$ cat config.mk
export PLATFORM = sky130hd
export DESIGN_NAME = digest_reader_224
export DESIGN_NICKNAME = d
export VERILOG_FILES = /design/src/rtl/digest_reader_224.sv
export SDC_FILE = /design/constraint.sdc
export NUM_CORES = 1
export LEC_CHECK = 0
export CAP_MARGIN = 40
export CORE_MARGIN = 3
export CORE_UTILIZATION = 45
export DETAILED_ROUTE_END_ITERATION = 6
export GPL_TIMING_DRIVEN = 1
export PLACE_DENSITY = 0.72
export REMOVE_ABC_BUFFERS = 1
export SLEW_MARGIN = 0
export SYNTH_ARGS = -nofsm -noshare
export SYNTH_HDL_FRONTEND = slang
export SYNTH_SLANG_ARGS = --single-unit
export TNS_END_PERCENT = 30
$ cat constraint.sdc
create_clock -name CLK -period 3.3 [get_ports CLK]
set_input_delay 0.66 -clock CLK [delete_from_list [all_inputs] [get_ports CLK]]
set_output_delay 0.66 -clock CLK [all_outputs]
set_load 0.01 [all_outputs]
$ cat src/rtl/digest_reader_224.sv
// Unloads a captured 224-bit SHA-224 digest as seven 32-bit words over a
// valid/ready handshake, in a selectable word order.
module digest_reader_224 #(
    parameter bit MSW_FIRST = 1'b1
) (
    input  logic         CLK,
    input  logic         RST,
    input  logic         load,
    input  logic [223:0] block_in,
    input  logic         word_ready,
    output logic [31:0]  word_out,
    output logic         word_valid,
    output logic         word_last,
    output logic [2:0]   word_idx,
    output logic         busy,
    output logic         done
);

    localparam int unsigned BLOCK_W   = 224;
    localparam int unsigned WORD_W    = 32;
    localparam int unsigned NUM_WORDS = BLOCK_W / WORD_W;
    localparam int unsigned IDX_W     = 3;
    localparam logic [IDX_W-1:0] LAST_IDX = IDX_W'(NUM_WORDS - 1);

    typedef enum logic {
        ST_IDLE = 1'b0,
        ST_SEND = 1'b1
    } state_e;

    state_e               state_q;
    logic [BLOCK_W-1:0]   shadow_q;
    logic [IDX_W-1:0]     idx_q;
    logic [WORD_W-1:0]    word_q;
    logic                 valid_q;
    logic                 last_q;
    logic                 busy_q;
    logic                 done_q;
    logic [IDX_W-1:0]     idx_inc_d;

    // Word k of a block in the configured order.
    function automatic logic [WORD_W-1:0] slice_word(input logic [BLOCK_W-1:0] blk,
                                                     input logic [IDX_W-1:0]   k);
        int unsigned pos;
        pos = MSW_FIRST ? (NUM_WORDS - 1 - 32'(k)) : 32'(k);
        return WORD_W'(blk >> (WORD_W * pos));
    endfunction

    assign idx_inc_d = idx_q + IDX_W'(1);

    // word_q always mirrors slice_word(shadow_q, idx_q) so word_out needs no output mux.
    always_ff @(posedge CLK or negedge RST) begin
        if (!RST) begin
            state_q  <= ST_IDLE;
            shadow_q <= '0;
            idx_q    <= '0;
            word_q   <= '0;
            valid_q  <= 1'b0;
            last_q   <= 1'b0;
            busy_q   <= 1'b0;
            done_q   <= 1'b0;
        end else begin
            done_q <= 1'b0;
            case (state_q)
                ST_IDLE: begin
                    if (load) begin
                        state_q  <= ST_SEND;
                        shadow_q <= block_in;
                        idx_q    <= '0;
                        word_q   <= slice_word(block_in, '0);
                        valid_q  <= 1'b1;
                        busy_q   <= 1'b1;
                        last_q   <= 1'b0;
                    end
                end
                ST_SEND: begin
                    if (word_ready) begin
                        if (idx_q == LAST_IDX) begin
                            state_q <= ST_IDLE;
                            idx_q   <= '0;
                            word_q  <= slice_word(shadow_q, '0);
                            valid_q <= 1'b0;
                            busy_q  <= 1'b0;
                            last_q  <= 1'b0;
                            done_q  <= 1'b1;
                        end else begin
                            idx_q  <= idx_inc_d;
                            word_q <= slice_word(shadow_q, idx_inc_d);
                            last_q <= (idx_inc_d == LAST_IDX);
                        end
                    end
                end
            endcase
        end
    end

    assign word_out   = word_q;
    assign word_valid = valid_q;
    assign word_last  = last_q;
    assign word_idx   = idx_q;
    assign busy       = busy_q;
    assign done       = done_q;

endmodule
-- Word level (Yosys, flattened, before mapping)
Index checks and enable logic that the tools add are counted.
- add/subtract/negate cells: 2
- equal/unequal tests: 5
- shift operators: 1
- multiplexer cells: 23
- bitwise gates (word level): 1
- reductions and logical operators: 3
- operator list (kind ; count):
    $shr 224x32->32 ; 1
    $mux 32 ; 3
    $pmux 32 s2 ; 1
    $mux 1 ; 12
    $mux 3 ; 3
    $eq 3x3->1 const B ; 2
    $pmux 1 s2 ; 3
    $pmux 3 s2 ; 1
    $ne 2x2->1 const B ; 2
    $reduce_and 2->1 ; 2
    $sub 3x3->4 const A ; 1
    $add 3x1->3 const B ; 1
    $reduce_and 3->1 ; 1
    $ne 2x1->1 const B ; 1
    $not 1->1 ; 1
- register bits: 263
- input bits: 228
- logic and storage cells: 42

-- Depth between registers and ports, before layout
Gate-level depths: netlist of the first run.
- word-level depth: 6
- gate-level depth with buffers: 11
- gate-level depth less buffers: 6

-- Least setup slack after synthesis of the first run
Ideal clock, no wire load.
- kind: register to register
- start: register idx_q[0] (netlist: word_idx[0])
- end: register word_q[14] (netlist: word_out[14])
- setup time: 0.124 ns
- data arrival time: 2.165 ns
- setup slack: 1.010 ns
- cell stages (with the launch flop): 11
- buffers on the path: 5
- clock period less this slack: 2.290 ns
- path through: dfrtp_1 -> buf_6 -> buf_6 -> buf_4 -> inv_1 -> ha_1 -> buf_2 -> buf_2 -> mux4_2 -> o21ai_1 -> o21ai_1
- longest elaborated chain between the ends: 6
- elaborated cells on any way between the ends: 7
- classes of those cells: 2 x add/sub; 1 x eq/ne; 1 x shift; 3 x mux
- RTL lines (item ; RTL line ; source):
    start: declaration ; 32 ; logic [IDX_W-1:0] idx_q;
    start signal: assignment ; 86 ; idx_q <= idx_inc_d;
    $add 3x1->3 ; 48 ; assign idx_inc_d = idx_q + IDX_W'(1);
    $sub 3x3->4 ; 44 ; pos = MSW_FIRST ? (NUM_WORDS - 1 - 32'(k)) : 32'(k);
    $shr 224x32->32 ; 45 ; return WORD_W'(blk >> (WORD_W * pos));
    $mux 32 (*) ; 77 ; if (idx_q == LAST_IDX) begin
    $mux 32 (*) ; 76 ; if (word_ready) begin
    $pmux 32 s2 (*) ; 63 ; case (state_q)
    end signal: assignment ; 69 ; word_q <= slice_word(block_in, '0);
    end signal: assignment ; 80 ; word_q <= slice_word(shadow_q, '0);
    end signal: assignment ; 87 ; word_q <= slice_word(shadow_q, idx_inc_d);
    end: declaration ; 33 ; logic [WORD_W-1:0] word_q;
Every way passes the cells marked *; elsewhere a longest branch is shown, timed or not. The select of a mux whose other input is x is not followed.
A chain may end at the register's enable or synchronous reset.

-- Final worst setup path of the first run
- start: register idx_q[0] (netlist: word_idx[0])
- end: output port word_idx[0]
- RTL lines (item ; RTL line ; source):
    end: declaration ; 14 ; output logic [2:0] word_idx,
No word-level cell between the ends.

==> results of run 1 <==
==> path summary, 6_finish.rpt <==
| check | from | endpoint | cells after the start |
|---|---|---|---|
| max | word_idx[0] | word_idx[0] | 2 |
| min | RST | shadow_q[104] | 1 |
| max reg2reg | word_idx[0] | word_out[1] | 6 |
| min reg2reg | shadow_q[106] | shadow_q[106] | 1 |
| max in group asynchronous | RST | shadow_q[140] | 2 |
| min in group CLK | shadow_q[106] | shadow_q[106] | 1 |
==> state kept, by name, indices dropped and copies added, names as in the netlist <==
| signal | cells |
|---|---|
| shadow_q | 224 |
| word_out | 32 |
| word_idx | 3 |
| busy | 1 |
| done | 1 |
| state_q | 1 |
| word_last | 1 |
==> final cells by class <==
cell class	instances	share of cell area
clock buffers	47	0.0528
clock inverters	3	0.00260
inverters	2	0.000459
multi-input cells	544	0.330
flip-flops and latches	263	0.402
well taps	341	0.0261
repair buffers	293	0.185
==> routing by layer <==
metal	wire length (um)	part of all wire	global-route usage	vias to the layer above
met5	65	0.0020	0	-
met4	626	0.019	0.0518	12
met3	2460	0.076	0.0565	59
met2	15300	0.47	0.351	286
met1	13700	0.43	0.287	4349
li1	-	-	-	3837
==> cells in the final DEF, fill, tap and decap left out, types with 9 or more instances in the layout <==
master	synthesis	final
or3_1	32	32
dfrtp_1	263	262
buf_4	6	15
mux2_2	249	249
clkbuf_1	20	11
mux4_2	32	32
o21ai_1	64	64
a21boi_0	32	32
a221o_1	32	32
clkbuf_16	0	29
clkdlybuf4s50_1	0	265
buf_12	0	9
a21oi_1	32	32
a2bb2oi_1	32	32
==> logic make-up (layout without fill, tap and decap cells) <==
group | after synthesis | in the layout
adder cells (fa/ha/maj) | 4 | 4
multiplexers | 288 | 288
flip-flops | 263 | 263
AND/OR/NAND/NOR | 49 | 49
XOR/XNOR | 3 | 3
buffers and inverters | 77 | 345
AO/OA/AOI/OAI | 200 | 200
==> power by group through the flow <==
stage | Sequential, mW | Combinational [mW] | Clock (mW)
4_1_cts | 5.66 | 7.08 | 3.17
3_5_place_dp | 5.71 | 7.06 | 0
3_3_place_gp | 5.63 | 6.72 | 0
6_report | 5.65 | 6.99 | 3.11
2_1_floorplan | 5.66 | 4.59 | 0
5_1_grt | 5.85 | 7.59 | 3.32
==> through the flow <==
stage / setup TNS (ns) / power, mW / worst slack (ns) / util / std cells
after floorplan: -2539.98 / 10.3 / -10.53 / - / 809
after global placement: 0 / 12.4 / 0.677 / 0.570 / 1439
after detailed placement: 0 / 12.8 / 0.649 / 0.573 / 1443
after CTS: 0 / 15.9 / 0.446 / 0.607 / 1493
after global routing: 0 / 16.8 / 0.369 / 0.607 / 1493
final: 0 / 15.7 / 0.507 / 0.607 / 1493
==> impl_metrics.tcl, run 1 <==
set metrics [dict create \
    min_path_type "in -> async" \
    p_int_mw 10.6 \
    clkPwrFrac 0.197 \
    cts_tree "done" \
    drive_gt1_frac 0.311 \
    synth_top_family_by_area "multiplexers" \
    core_region_area_um2 27000 \
    synth_area_um2 12300 \
    cts_setup_buffers 0 \
    grt_pass1_wl_um 49600 \
    drt-total-wl_um 32200 \
    seq_area_frac_synth 0.533 \
    hold_viol_final 0 \
    multiInputGateArea_um2 5410 \
    max_stage_delay_ns 0.65 \
    cp.arrival_ns 2.13 \
    place_area_um2 15500 \
    worstPathRequired_ns 2.64 \
    status "finished, final reports clean" \
    cts_made_buffers 28 \
    die_h_um 172 \
    antenna_found_initial 6 \
    worstPathBufferInverterCount 2 \
    cellPowerDensity_nw_per_um2 963 \
    holdBufCountCts 0 \
    synthCells 884 \
    cts_buffer_depth 3 \
    cts_resized 0 \
    synth-edff-count 0 \
    vias_per_cell 5.72 \
    overflow 0 \
    insertion_delay_ns 0.54 \
    swShare 0.326 \
    synthArstFlopShare 1.00 \
    fin_crit_ns 2.79 \
    switchingPower_mw 5.14 \
    drtIter0Drc 435 \
    tightest_slew_ns 0.719 \
    finalCritPeriodShare 0.846 \
    area_growth_pct 32.5 \
    rsz0062_at_grt "false" \
    p_seq_frac 0.359 \
    postRouteAntennaNets 0 \
    cp-end-kind "primary output" \
    synthXorXnorAreaFrac 0.00345 \
    htreeDepth 1 \
    synth-compound-area-share 0.111 \
    max-slew-margin-rel 0.521 \
    start_kind "flip-flop" \
    die_w_um 172 \
    post-route-drc-count 0 \
    ys.flop_type "dfrtp_1" \
    port_buffers 266 \
    dieArea_um2 29500 \
    cp_max_fo 31 \
    ys_seq_elements 263 \
    finalHoldWorstSlack_ns 0.130 \
    p_leak_nw 6.79 \
    synth_top_area_cell "dfrtp_1" \
    ys_types 29 \
    cp_cell_sequence "buf_4, clkdlybuf4s50_1" \
    synthAdderAreaFrac 0.00405 \
    nets 1364 \
    grt_start_max_net_pins 85 \
    fmax_ghz 0.358 \
    yosys.area_share.simple 0.0235 \
    slowest_stage "clkdlybuf4s50_1" \
    grt_usage 0.214 \
    gp_congestion 0.790 \
    critPathTopFamily "buffers and inverters" \
    dr.pass1.iters 5 \
    maxSlewViolCount 0 \
    start_util 0.458 \
    postSynthAreaPerCell_um2 14.0 \
    cts_root_buf "clkbuf_16" \
    final_area_um2 16400 \
    clock-sinks 263 \
    synth_area_leaders "dfrtp_1 (53%), mux2_2 (23%), mux4_2 (5.8%)" \
    synth_top_cells_by_count "dfrtp_1 (263), mux2_2 (249), o21ai_1 (64)" \
    synth.most_common_cell "dfrtp_1" \
    via_count 8543 \
    grt_pass1_vias 9032 \
    peakVddDrop_v 0.000475 \
    wl_per_cell_um 21.5 \
    ioPinCount 267 \
    path_class "reg -> out" \
    fillers 2107 \
    muxShareOfSynthArea 0.292 \
    clkTransAtPathRegs_ns 0.06 \
    clock_skew_ns 0.0159 \
    r2r_setup_slack_ns 0.99 \
    seqCellArea_um2 6590 \
    synth_warnings 0 \
    maxCapViolCount 0 \
    synth_top_area_frac 0.533 \
    setup_violations 0 \
    dp_hpwl_um 21100 \
    combPwrFrac 0.444 \
    antennaDiodeCount 0 \
    rows 60 \
]
Power figures use the tool's default switching activity.
==> run 2: changes to the inputs <==
Settings changed: PLACE_DENSITY 0.72 to 0.75.
Clock period 3.3 ns to 2.3 ns, I/O delays scaled along.
==> run 2 against run 1 <==
  * Cell count grew 2.3%
  * Clock skew shrank 0.0082 ns
  * Sequential cell count is the same
  * Hold slack gained 0.33 ns
  * First-iteration DRC count grew 24%
  * Largest cell class unchanged
  * Clock power grew 52%
  * Utilization grew 1.7 points
  * Routed wire length grew 2.3%
  * Sequential share of layout area shrank 1.1 points
  * Die area is the same
  * Largest power group unchanged
==> impl_metrics.tcl, run 2 (same netlist as run 1, synthesis figures left out) <==
set metrics [dict create \
    gp_congestion 0.791 \
    drt-total-wl_um 32900 \
    top_register "shadow_q" \
    place_area_um2 15700 \
    worstPathBufferInverterCount 2 \
    clkPwrFrac 0.203 \
    dr.pass1.iters 5 \
    fin_crit_ns 2.22 \
    hold_viol_final 0 \
    grt_pass1_wl_um 50600 \
    grt_usage 0.220 \
    start_kind "flip-flop" \
    maxSlewViolCount 0 \
    status "finished, final reports clean" \
    drive_gt1_frac 0.337 \
    grt_start_max_net_pins 64 \
    antenna_found_initial 4 \
    cts_tree "done" \
    overflow 0 \
    port_buffers 266 \
    p_seq_frac 0.350 \
    cp.arrival_ns 1.76 \
    wl_per_cell_um 21.5 \
    min_path_type "in -> async" \
    cp_cell_sequence "buf_16, clkdlybuf4s50_1" \
    dieArea_um2 29500 \
    tightest_slew_ns 0.659 \
    grt_pass1_vias 9209 \
    post-route-drc-count 0 \
    slowest_stage "clkdlybuf4s50_1" \
    cellPowerDensity_nw_per_um2 1390 \
    final_area_um2 16800 \
    start_util 0.458 \
    mostFrequentLayoutCells "clkdlybuf4s50_1 (265), dfrtp_1 (261), mux2_2 (249)" \
    utilization 0.624 \
    clkTransAtPathRegs_ns 0.06 \
    core_region_area_um2 27000 \
    postRouteAntennaNets 0 \
    tns_ns 0 \
    rows 60 \
    combPwrFrac 0.447 \
    p_int_mw 15.7 \
    ioPinCount 267 \
    die_w_um 172 \
    clock_skew_ns 0.00773 \
    htreeDepth 1 \
    area_growth_pct 36.1 \
    setup_violations 0 \
    die_h_um 172 \
    p_leak_nw 7.05 \
    dp_hpwl_um 21700 \
    vias_per_cell 5.60 \
    rsz0062_at_grt "false" \
    via_count 8556 \
    insertion_delay_ns 0.55 \
    maxCapViolCount 0 \
    max_stage_delay_ns 0.55 \
    largest_register_ffs 224 \
    cts_made_buffers 29 \
    path_class "reg -> out" \
    swShare 0.326 \
    nets 1393 \
    cp_max_fo 14 \
    max-slew-margin-rel 0.559 \
    critPathTopFamily "buffers and inverters" \
    worstPathRequired_ns 1.84 \
    peakVddDrop_v 0.000900 \
    cts_buffer_depth 3 \
    final_common_cell "clkdlybuf4s50_1" \
    drtIter0Drc 540 \
    fmax_ghz 0.450 \
    cp-end-kind "primary output" \
    switchingPower_mw 7.61 \
    finalCritPeriodShare 0.967 \
    clock-sinks 263 \
    cts_root_buf "clkbuf_16" \
]
==> run 2: cell count changes in the layout (fill, tap and decap cells not counted), moves of 2 or more <==
cell / before / now
buf_12: 9 / 17
buf_4: 15 / 33
bufbuf_16: 0 / 2
clkbuf_1: 11 / 1
clkbuf_8: 7 / 10
clkinv_2: 1 / 9
diode_2: 0 / 3
==> run 2: what timing repair did <==
| action | 4_1_cts | 5_1_grt |
|---|---|---|
| gates resized for setup | 1 | 0 |
| buffers inserted | 0 | 1 |
| endpoints found under the setup margin | 1 | 1 |
| hold buffers | 1 | 0 |
| cloned | 2 | 0 |
| endpoints found under the hold margin | 56 | 0 |
==> run 2: per-stage QoR <==
step           instances  setup WS (ns)  power [mW]  hold WS (ns)
6_report            1527         0.0756        23.3         0.456
5_1_grt             1526         0.0291        24.7         0.481
4_1_cts             1523         0.0142        23.5         0.462
3_5_place_dp        1467         0.0147        18.5         0.445
3_3_place_gp        1466         -0.151        18.1         0.447
2_1_floorplan        809         -11.53        14.7         0.164
==> run 2: layout make-up <==
class / instances / area [um^2]
sequential: 263 / 6590
timing repair buffer: 321 / 3390
antenna: 3 / 7.51
tap: 341 / 427
clock inverter: 13 / 121
multi-input combinational: 544 / 5410
fill: 2071 / 10100
clock buffer: 40 / 867
inverter: 2 / 7.51
==> run 2: worst paths after layout <==
kind                                    from            end  slack, ns  cells past startpoint
min in group CLK                        load        state_q       0.49                      3
worst min register to register  shadow_q[61]   shadow_q[61]       0.50                      1
worst min-delay path                     RST   shadow_q[98]       0.46                      2
worst max register to register   word_idx[0]   word_out[27]       0.25                      6
max in group asynchronous                RST  shadow_q[139]       1.06                      3
worst max-delay path             word_idx[0]    word_idx[0]       0.08                      2
==> run 2: layer usage <==
metal,vias to the layer above,wire length (um),track usage
li1,3899,-,-
met1,4325,14000,0.291
met2,280,15800,0.362
met3,48,2350,0.0556
met4,4,747,0.0612
met5,-,23,0
==> run 2: power groups by stage <==
stage          Combinational [mW]  Clock [mW]  Sequential, mW
2_1_floorplan                6.59           0            8.12
3_3_place_gp                 10.0           0            8.10
3_5_place_dp                 10.3           0            8.21
4_1_cts                      10.5        4.83            8.17
5_1_grt                      11.3        5.05            8.43
6_report                     10.4        4.74            8.16
